$ cat config.mk
export PLATFORM = sky130hd
export DESIGN_NAME = ft_recovery_ctrl
export DESIGN_NICKNAME = d
export VERILOG_FILES = /design/src/rtl/ft_pkg.sv /design/src/rtl/ft_watchdog.sv /design/src/rtl/ft_recovery_ctrl.sv
export SDC_FILE = /design/constraint.sdc
export NUM_CORES = 1
export LEC_CHECK = 0
export CAP_MARGIN = 20
export CORE_AREA = 4 4 108 110
export DETAILED_ROUTE_END_ITERATION = 16
export DIE_AREA = 0 0 112 114
export PLACE_DENSITY_LB_ADDON = 0.1
export SYNTH_ARGS = -nofsm -noshare
export SYNTH_HDL_FRONTEND = slang
export SYNTH_SLANG_ARGS = --single-unit
$ cat constraint.sdc
create_clock -name clk_i -period 1.7 [get_ports clk_i]
set_clock_uncertainty 0.1 [all_clocks]
set_input_delay 0.17 -clock clk_i [delete_from_list [all_inputs] [get_ports clk_i]]
set_output_delay 0.17 -clock clk_i [all_outputs]
set_load 0.05 [all_outputs]
$ cat src/rtl/ft_pkg.sv
// Shared definitions for the checkpoint/recovery controller: FSM state
// encoding, default geometry and the restore watchdog limit.
package ft_pkg;

  localparam int unsigned NUM_REGS_DEF   = 32;
  localparam int unsigned PC_ADDR_DEF    = 32;
  localparam int unsigned TIMEOUT_CYCLES = 16;
  localparam int unsigned IDX_W          = 6;

  typedef enum logic [2:0] {
    IDLE,
    SAVE_REGS,
    SAVE_PC,
    REST_REQ,
    REST_WAIT,
    DONE
  } ft_state_e;

endpackage

$ cat src/rtl/ft_watchdog.sv
// Restore watchdog: cleared while a read is being requested, counts the
// cycles spent waiting for read data and flags expiry once LIMIT cycles
// have elapsed without data. Only instantiated when the optional restore
// timeout (FT_RECOVERY_TIMEOUT_EN) is built in.
module ft_watchdog
  import ft_pkg::*;
#(
  parameter int unsigned LIMIT = TIMEOUT_CYCLES
) (
  input  logic clk_i,
  input  logic rst_ni,
  input  logic load_i,
  input  logic count_i,
  output logic expire_o
);

  localparam int unsigned    CW      = $clog2(LIMIT + 1);
  localparam logic [CW-1:0]  CNT_MAX = CW'(LIMIT);

  logic [CW-1:0] cnt_q, cnt_d;

  // Next count: clear on load, otherwise saturating increment while waiting.
  always_comb begin
    cnt_d = cnt_q;
    if (load_i) begin
      cnt_d = '0;
    end else if (count_i && (cnt_q != CNT_MAX)) begin
      cnt_d = cnt_q + 1'b1;
    end
  end

  // Count register.
  always_ff @(posedge clk_i or negedge rst_ni) begin
    if (!rst_ni) begin
      cnt_q <= '0;
    end else begin
      cnt_q <= cnt_d;
    end
  end

  assign expire_o = count_i && (cnt_q == CNT_MAX);

endmodule

$ cat src/rtl/ft_recovery_ctrl.sv
// Checkpoint / recovery controller. A save copies the core register file
// and PC into checkpoint memory; a restore reads them back over a
// req/gnt/rvalid port and writes them into the core.
// Optional feature: define FT_RECOVERY_TIMEOUT_EN to abort a restore with
// an err_o pulse when read data does not arrive within TIMEOUT_CYCLES.
module ft_recovery_ctrl
  import ft_pkg::*;
#(
  parameter int unsigned NUM_REGS = NUM_REGS_DEF,
  parameter int unsigned PC_ADDR  = PC_ADDR_DEF
) (
  input  logic        clk_i,
  input  logic        rst_ni,
  input  logic        ckpt_req_i,
  input  logic        recov_req_i,
  output logic [4:0]  rf_raddr_o,
  input  logic [31:0] rf_rdata_i,
  input  logic [31:0] pc_i,
  output logic        we_rf_o,
  output logic [4:0]  addr_rf_o,
  output logic [31:0] data_rf_o,
  output logic        load_pc_o,
  output logic [31:0] pc_o,
  output logic        req_o,
  input  logic        gnt_i,
  input  logic        rvalid_i,
  output logic [31:0] addr_o,
  input  logic [31:0] rdata_i,
  output logic        rf_we_o,
  output logic [4:0]  rf_waddr_o,
  output logic [31:0] rf_wdata_o,
  output logic        pc_rst_valid_o,
  output logic [31:0] pc_rst_o,
  output logic        halt_o,
  output logic        done_o,
  output logic        err_o
);

  localparam logic [IDX_W-1:0] LAST_IDX = IDX_W'(NUM_REGS - 1);
  localparam logic [IDX_W-1:0] PC_IDX   = IDX_W'(NUM_REGS);
  localparam logic [29:0]      PC_WORD  = 30'(PC_ADDR);

  ft_state_e        state_q, state_d;
  logic [IDX_W-1:0] idx_q, idx_d;
  logic [29:0]      idx_word;

  // idx runs one past the last register to select the PC slot.
  assign idx_word = (idx_q < PC_IDX) ? {{(30-IDX_W){1'b0}}, idx_q} : PC_WORD;

`ifdef FT_RECOVERY_TIMEOUT_EN
  logic wd_load;
  logic wd_count;
  logic wd_expire;

  assign wd_load  = (state_q == REST_REQ);
  assign wd_count = (state_q == REST_WAIT) && !rvalid_i;

  ft_watchdog #(
    .LIMIT (TIMEOUT_CYCLES)
  ) u_watchdog (
    .clk_i    (clk_i),
    .rst_ni   (rst_ni),
    .load_i   (wd_load),
    .count_i  (wd_count),
    .expire_o (wd_expire)
  );
`endif

  // State and index registers; reset abandons any operation in flight.
  always_ff @(posedge clk_i or negedge rst_ni) begin
    if (!rst_ni) begin
      state_q <= IDLE;
      idx_q   <= '0;
    end else begin
      state_q <= state_d;
      idx_q   <= idx_d;
    end
  end

  // Next-state and index sequencing.
  always_comb begin
    state_d = state_q;
    idx_d   = idx_q;
    case (state_q)
      IDLE: begin
        if (recov_req_i) begin
          state_d = REST_REQ;
          idx_d   = '0;
        end else if (ckpt_req_i) begin
          state_d = SAVE_REGS;
          idx_d   = '0;
        end
      end
      SAVE_REGS: begin
        if (idx_q == LAST_IDX) begin
          state_d = SAVE_PC;
        end else begin
          idx_d = idx_q + 1'b1;
        end
      end
      SAVE_PC: begin
        state_d = DONE;
      end
      REST_REQ: begin
        if (gnt_i) begin
          state_d = REST_WAIT;
        end
      end
      REST_WAIT: begin
        if (rvalid_i) begin
          if (idx_q == PC_IDX) begin
            state_d = DONE;
          end else begin
            idx_d   = idx_q + 1'b1;
            state_d = REST_REQ;
          end
        end
`ifdef FT_RECOVERY_TIMEOUT_EN
        else if (wd_expire) begin
          state_d = IDLE;
          idx_d   = '0;
        end
`endif
      end
      DONE: begin
        state_d = IDLE;
        idx_d   = '0;
      end
      default: begin
        state_d = IDLE;
        idx_d   = '0;
      end
    endcase
  end

  // Output decode: every strobe and data bus is zero outside its own state.
  always_comb begin
    rf_raddr_o     = '0;
    we_rf_o        = 1'b0;
    addr_rf_o      = '0;
    data_rf_o      = '0;
    load_pc_o      = 1'b0;
    pc_o           = '0;
    req_o          = 1'b0;
    addr_o         = '0;
    rf_we_o        = 1'b0;
    rf_waddr_o     = '0;
    rf_wdata_o     = '0;
    pc_rst_valid_o = 1'b0;
    pc_rst_o       = '0;
    done_o         = 1'b0;
    err_o          = 1'b0;
    halt_o         = (state_q != IDLE);
    case (state_q)
      SAVE_REGS: begin
        rf_raddr_o = idx_q[4:0];
        we_rf_o    = 1'b1;
        addr_rf_o  = idx_q[4:0];
        data_rf_o  = rf_rdata_i;
      end
      SAVE_PC: begin
        load_pc_o = 1'b1;
        pc_o      = pc_i;
      end
      REST_REQ: begin
        req_o  = 1'b1;
        addr_o = {idx_word, 2'b00};
      end
      REST_WAIT: begin
        // Address held after the grant: memory samples it every cycle.
        addr_o = {idx_word, 2'b00};
        if (rvalid_i) begin
          if (idx_q < PC_IDX) begin
            rf_we_o    = 1'b1;
            rf_waddr_o = idx_q[4:0];
            rf_wdata_o = rdata_i;
          end else begin
            pc_rst_valid_o = 1'b1;
            pc_rst_o       = rdata_i;
          end
        end
`ifdef FT_RECOVERY_TIMEOUT_EN
        else if (wd_expire) begin
          err_o = 1'b1;
        end
`endif
      end
      DONE: begin
        done_o = 1'b1;
      end
      default: begin
      end
    endcase
  end

  // Structural invariants: idx stays within the PC slot, strobes are exclusive.
  a_idx_bound : assert property (@(posedge clk_i) disable iff (!rst_ni)
    idx_q <= PC_IDX);
  a_strobe_excl : assert property (@(posedge clk_i) disable iff (!rst_ni)
    $onehot0({we_rf_o, load_pc_o, req_o, rf_we_o, pc_rst_valid_o, done_o, err_o}));

endmodule

==> results.md, run 1 <==
* Run status: finished, violations left
* Violated checks: setup timing
* Max-cap violations at 0
* Worst endpoint required time at between 1 and 1.5 ns
* Fin area at 6890 um^2
* Final period utilization at 113%
* Die area at 12800 um^2
* Hold Buf Count CTS at 0
* Starting Density at between 10% and 20%
* Syn_area_per_cell at 6.87 um^2
* Most Frequent Cell on Critical Path: nor2_4
* Antenna violations before repair at 0
* Post-synthesis sequential area ratio at roughly 12%
* Pleak at 0.00293 uW
* Iteration-0 DRC count of the detailed router at 70
* Logic gate share of total power at approximately 93%
* Clk_lat worst skew at 0.24 ns
* Synth warn at 0
* Root Buffer: clkbuf_8
* CTS Sinks at 9
* Switching share of power at between 40% and 50%
* Delay-heaviest family, CP: simple AND/OR/NAND/NOR gates
* Synth top area cells: and2_1 (47%), buf_4 (13%), dfrtp_1 (12%), nand2_1 (2.6%), clkbuf_1 (2.4%)
* Total grt overflow at 0
* DP HPWL at just under 10 mm
* Net Switching at approximately 4000 uW
* Post-Syn Instances at around 270
* Residual DRC at 0
* Vias in the first global route at 2811
* Crit-path cells: nor3b_4, buf_4, buf_6, nor2_4, nor2_4, and2_4, buf_12
* Vias per inst at 4.06
* Area growth syn-to-layout at 270%
* Post-synth EDFFs at 0
* DP Area at 6550 um^2
* Ys flop type: dfrtp_1
* Maximum clock rate at 519 MHz
* WP data arrival at ~1.7 ns
* CP Capture Type: output pin
* H-tree depth at 1
* Clock group share of total power at under 10%
* WP buf/inv at 3
* Layout cells sized above 1 at ~66%
* WS Path Type: reg2out
* Cell Pwr Density at approximately 1200 nW/um^2
* Sequential power share at under 10%
* Final Hold Fails at 0
* GRT Util Overall at 16.0%
* I/O pins at approximately 290
* Core area at 10700 um^2
* Final Critical Period at about 1.9 ns
* Hold Crit Class: in2async
* Chip Width at around 110 um
* RSZ-0062 raised after global routing: true
* Worst setup margin at -0.227 ns
* Row count at 38
* Cell Area, Synth at 1860 um^2
* Clock Pin Slew Worst Setup and Hold Paths at approximately 0.050 ns
* Max IR drop VDD at 0.977 mV
* Synthesized flop and latch total at 9
* Vias post-DR at ~2800
* PortBufs at ~260
* Total CTS buffers at 3
* WL/cell at 16.7 um
* Startpoint types: flop
* Post-DRT Antenna Nets at 0
* Antenna fix cells at 0
* Setup TNS at -24.83 ns
* Pint at 4100 uW
* Dominant cell type by area after synthesis: and2_1
* Slowest Stage Delay on Critical Path at 0.44 ns
* Largest net degree at the start of global routing at 39
* CTS tree: done
* Post-synth top area share at a little under half
* Final setup fails at 158
* Die extent in y at 114 um
* Library cells used by synthesis at 37
* Placer Congestion at 0.814
* CP Max Fanout at 5
* Slowest cell on crit path: dfrtp_2
* First-pass GRT wire length at approximately 16 mm
* Clock Tree Buf Depth at 2
* Final nets at roughly 660
* WL final at 11.5 mm
* Detailed Routing Iterations Pass 1 at 4
* Ys async rst share at 100%
* Max Slew Vio Count at 0
==> final cells by class <==
| class | instances | area, um^2 |
|---|---|---|
| Timing Repair Buffer | 298 | 4580 |
| Fill cell | 821 | 3810 |
| Multi-Input combinational cell | 235 | 1840 |
| Sequential cell | 9 | 228 |
| Tap cell | 140 | 175 |
| Clock buffer | 4 | 45.0 |
| Inverter | 5 | 18.8 |
==> stage by stage <==
stage | util [%] | power [uW] | hold WS (ns) | cells | setup WS [ns]
finish | 64.4 | 8090 | 0.134 | 691 | -0.227
global route | 64.4 | 8400 | 0.164 | 691 | -0.289
CTS | 63.3 | 7870 | 0.141 | 689 | -0.225
detailed placement | 61.2 | 7250 | 0.399 | 675 | -0.0993
global placement | 61.2 | 7180 | 0.401 | 675 | -0.0930
floorplan | - | 4000 | -0.226 | 297 | -0.128
==> final timing paths <==
kind,start,endpoint,slack [ns],depth (start not counted)
min in group clk_i,idx_q[4]$_DFFE_PN0P_,idx_q[4]$_DFFE_PN0P_,0.44,1
hold / removal,rst_ni,idx_q[1]$_DFFE_PN0P_,0.13,1
setup reg to reg,state_q[2]$_DFFE_PN0P_,idx_q[3]$_DFFE_PN0P_,-0.12,8
max in group asynchronous,rst_ni,state_q[1]$_DFFE_PN0P_,1.04,1
hold reg to reg,idx_q[4]$_DFFE_PN0P_,idx_q[4]$_DFFE_PN0P_,0.44,1
setup / recovery,state_q[2]$_DFFE_PN0P_,addr_o[5],-0.23,7
==> metal layers <==
metal,share of wire [%],up-vias,track usage (%)
met2,56,137,32.1
met4,1.4,0,3.69
met3,7.0,11,3.66
li1,-,1356,-
met5,0,-,0
met1,36,1300,16.7
==> cell families (layout without fill, tap and decap cells) <==
group	after synthesis	after routing	synth area share, %
other	1	27	0.202
AOI/OAI and AO/OA	20	20	8.34
xor gates and xnor gates	1	1	0.471
and+or+nand+nor	185	185	59.7
adders and majority gates	2	2	1.34
buffers and inverters	53	307	17.8
DFF	9	9	12.1
==> layout by cell type, fill, tap and decap left out, types with 4 or more instances in the layout <==
| master | n |
|---|---|
| buf_12 | 160 |
| and2_4 | 110 |
| clkdlybuf4s50_1 | 101 |
| conb_1 | 27 |
| buf_4 | 22 |
| and2_2 | 20 |
| buf_6 | 12 |
| nand2_1 | 11 |
| and2_1 | 9 |
| dfrtp_1 | 7 |
| nor2_4 | 6 |
| nor3_4 | 4 |
| o21ai_0 | 4 |
==> state kept, by name, indices dropped and copies added, names as in the netlist <==
| register | cells |
|---|---|
| idx_q | 6 |
| state_q | 3 |
==> power groups by stage <==
stage / sequential (uW) / clock (uW) / combinational, uW
2_1_floorplan: 348 / 0 / 3660
3_3_place_gp: 346 / 0 / 6830
3_5_place_dp: 352 / 0 / 6900
6_report: 351 / 259 / 7480
4_1_cts: 344 / 263 / 7270
5_1_grt: 361 / 276 / 7770
==> cell usage after synthesis, drive strengths merged (2+ instances only) <==
library cell  number
and3               5
nand3              4
nor2b              2
a21oi              3
nand2b             2
nor2               9
nor3               5
ha                 2
and2             139
buf               36
nand2             13
inv                5
or2                2
clkbuf            12
o21ai              7
dfrtp              9
o31ai              3
==> repair_timing <==
action,4_1_cts,5_1_grt
cloned,2,2
pin swaps,21,10
gates resized for setup,35,29
setup endpoints to repair,157,161
endpoints found under the hold margin,0,0
buffers inserted,8,2
Power figures use the tool's default switching activity.
==> run 2: changes to the inputs <==
--- a/config.mk
+++ b/config.mk
@@ -7,6 +7,7 @@
 export LEC_CHECK = 0
 export CAP_MARGIN = 20
 export CORE_AREA = 4 4 108 110
+export CTS_CLUSTER_DIAMETER = 80
 export DETAILED_ROUTE_END_ITERATION = 16
 export DIE_AREA = 0 0 112 114
 export PLACE_DENSITY_LB_ADDON = 0.1
==> results of run 2 <==
Final layout, timing and power as in run 1 (identical DEF).
==> run 3: changes to the inputs <==
--- a/config.mk
+++ b/config.mk
@@ -6,10 +6,10 @@
 export NUM_CORES = 1
 export LEC_CHECK = 0
 export CAP_MARGIN = 20
-export CORE_AREA = 4 4 108 110
+export CORE_AREA = 2 2 109 111
 export CTS_CLUSTER_DIAMETER = 80
 export DETAILED_ROUTE_END_ITERATION = 16
-export DIE_AREA = 0 0 112 114
+export DIE_AREA = 0 0 111 113
 export PLACE_DENSITY_LB_ADDON = 0.1
 export SYNTH_ARGS = -nofsm -noshare
 export SYNTH_HDL_FRONTEND = slang
==> results.md, run 3 (same netlist as run 1, synthesis figures left out) <==
* First-pass GRT wire length at 15.8 mm (was 16.3 mm)
* R2r worst-path depth at 6 (was 8)
* Total grt overflow at 0 (unchanged)
* Maximum clock rate at 518 MHz (was 519 MHz)
* WL/cell at 16.0 um (was 16.7 um)
* Final period utilization at 114% (was 113%)
* WP data arrival at 1.66 ns (about the same)
* Startpoint types: flop (unchanged)
* Switching share of power at 47.2% (was 49.3%)
* Iteration-0 DRC count of the detailed router at 71 (was 70)
* Tot Pwr at 8910 uW (was 8090 uW)
* CP Max Fanout at 5 (unchanged)
* Starting Density at 16.5% (was 17.4%)
* Number of flip-flops in the largest register at 6 (unchanged)
* Setup TNS at -25.66 ns (was -24.83 ns)
* Sequential power share at 4.0% (was 4.3%)
* Vias in the first global route at 2774 (was 2811)
* H-tree depth at 1 (unchanged)
* FF-to-FF End: idx_q[5]$_DFFE_PN0P_ (was idx_q[3]$_DFFE_PN0P_)
* Area of the multi-input gates at 1920 um^2 (was 1840 um^2)
* Slowest cell on crit path: dfrtp_2 (unchanged)
* Violated checks: setup timing (unchanged)
* Biggest register: idx_q (unchanged)
* Antenna violations before repair at 0 (unchanged)
* Total CTS buffers at 3 (unchanged)
* Cell Pwr Density at 1240 nW/um^2 (was 1170 nW/um^2)
* Clock Pin Slew Worst Setup and Hold Paths at 0.04 ns (was 0.05 ns)
* Core area at 11300 um^2 (was 10700 um^2)
* Max Slew Vio Count at 0 (unchanged)
* RSZ-0062 raised after global routing: true (unchanged)
* Area growth syn-to-layout at 286% (was 270%)
* I/O pins at 285 (unchanged)
* Row count at 39 (was 38)
* Clk_lat worst skew at 0.23 ns (was 0.24 ns)
* Layout cells sized above 1 at 69.4% (was 65.5%)
* Antenna fix cells at 0 (unchanged)
* Crit-path cells: nor3b_4, and3_4, clkbuf_16, and2_4, buf_12 (was nor3b_4, buf_4, buf_6, nor2_4, nor2_4, and2_4, buf_12)
* WS Path Type: reg2out (unchanged)
* Max IR drop VDD at 1.11 mV (was 0.977 mV)
* Pint at 4710 uW (was 4100 uW)
* Final nets at 671 (was 656)
* Storage element area at 229 um^2 (was 228 um^2)
* Worst setup margin at -0.231 ns (was -0.227 ns)
* Worst R2R Setup Slack at -0.13 ns (was -0.12 ns)
* Final Hold Fails at 0 (unchanged)
* Dpl ws at -0.213 ns (was -0.0993 ns)
* Biggest regs: idx_q: 6 flops, state_q: 3 flops (unchanged)
* GRT Util Overall at 15.5% (was 16.0%)
* Detailed Routing Iterations Pass 1 at 4 (unchanged)
* Final setup fails at 152 (was 158)
* Placer Congestion at 0.830 (was 0.814)
* Root Buffer: clkbuf_16 (was clkbuf_8)
* PortBufs at 257 (unchanged)
* Post-DRT Antenna Nets at 0 (unchanged)
* Final Critical Period at 1.93 ns (about the same)
* DP HPWL at 9.16 mm (was 9.89 mm)
* Chip Width at 111 um (was 112 um)
* Most frequent cells in the layout: buf_12 (160), and2_4 (133), clkdlybuf4s50_1 (101) (was buf_12 (160), and2_4 (110), clkdlybuf4s50_1 (101))
* Clock group share of total power at 4.7% (was 3.2%)
* Run status: finished, violations left (unchanged)
* Clock Tree Buf Depth at 2 (unchanged)
* CP Capture Type: output pin (unchanged)
* Die area at 12500 um^2 (was 12800 um^2)
* RR Startpoint: state_q[2]$_DFFE_PN0P_ (unchanged)
* Die extent in y at 113 um (was 114 um)
* Vias post-DR at 2848 (was 2804)
* # fillers at 889 (was 821)
* Largest net degree at the start of global routing at 39 (unchanged)
* Hold Crit Class: in2async (unchanged)
* Critical Path Source: state_q[0]$_DFFE_PN0P_ (was state_q[2]$_DFFE_PN0P_)
* CTS tree: done (unchanged)
* WL final at 11.3 mm (was 11.5 mm)
* Pleak at 0.00307 uW (was 0.00293 uW)
* Vias per inst at 4.02 (was 4.06)
* CTS Sinks at 9 (unchanged)
* Commonest non-fill, non-tap cell in the layout: buf_12 (unchanged)
* Slowest Stage Delay on Critical Path at 0.43 ns (was 0.44 ns)
* Logic gate share of total power at 91.3% (was 92.5%)
* Max-cap violations at 0 (unchanged)
* Net Switching at 4200 uW (was 3990 uW)
* Worst endpoint required time at 1.43 ns (about the same)
* Residual DRC at 0 (unchanged)
## run 3: what timing repair did
item,4_1_cts,5_1_grt
pin swaps,10,22
hold buffers,0,0
endpoints found under the setup margin,158,160
gates resized for setup,37,64
cloned,3,8
setup buffers,7,6
## run 3: final cells by class
| class | instances | area share, % |
|---|---|---|
| Sequential cell | 9 | 3.19 |
| Multi-Input combinational cell | 235 | 26.8 |
| Inverter | 5 | 0.296 |
| Tap cell | 143 | 2.49 |
| Timing Repair Buffer | 313 | 66.2 |
| Clock buffer | 4 | 1.10 |
## run 3: power groups by stage
| stage | logic [uW] | registers [uW] | clock network (uW) |
|---|---|---|---|
| floorplan | 3660 | 348 | 0 |
| global placement | 6810 | 353 | 0 |
| detailed placement | 6890 | 359 | 0 |
| CTS | 7220 | 351 | 421 |
| global route | 8460 | 362 | 431 |
| finish | 8140 | 357 | 420 |
## run 3: worst max path at each step
stage	endpoint	slack, ns	depth (start not counted)
after floorplan	addr_o[2]	-0.13	5
after global placement	idx_q[5]$_DFFE_PN0P_	-0.14	6
after detailed placement	idx_q[5]$_DFFE_PN0P_	-0.21	6
after CTS	rf_wdata_o[0]	-0.24	6
after global routing	rf_wdata_o[2]	-0.30	6
final	pc_rst_o[19]	-0.23	5
## run 3: metrics by stage
stage / instances / hold slack, ns / area (um^2) / util [%]
detailed placement: 682 / 0.401 / 6600 / 58.5
floorplan: 297 / -0.226 / 2410 / -
finish: 709 / 0.140 / 7180 / 63.7
CTS: 696 / 0.155 / 6840 / 60.7
global route: 709 / 0.185 / 7180 / 63.7
global placement: 682 / 0.395 / 6600 / 58.5
## run 3: critical path: cells and delay by family, from the launching register on
family / cells / cell delay (ns)
buffers and inverters: 2 / 0.30
flip-flops: 1 / 0.43
AND/OR/NAND/NOR: 3 / 0.70
## run 3: metal layers
metal	routed length, um	vias up	global-route usage, %
li1	-	1392	-
met1	4070	1305	16.8
met2	6380	145	30.8
met3	795	6	3.80
met4	68	0	2.33
met5	0	-	0
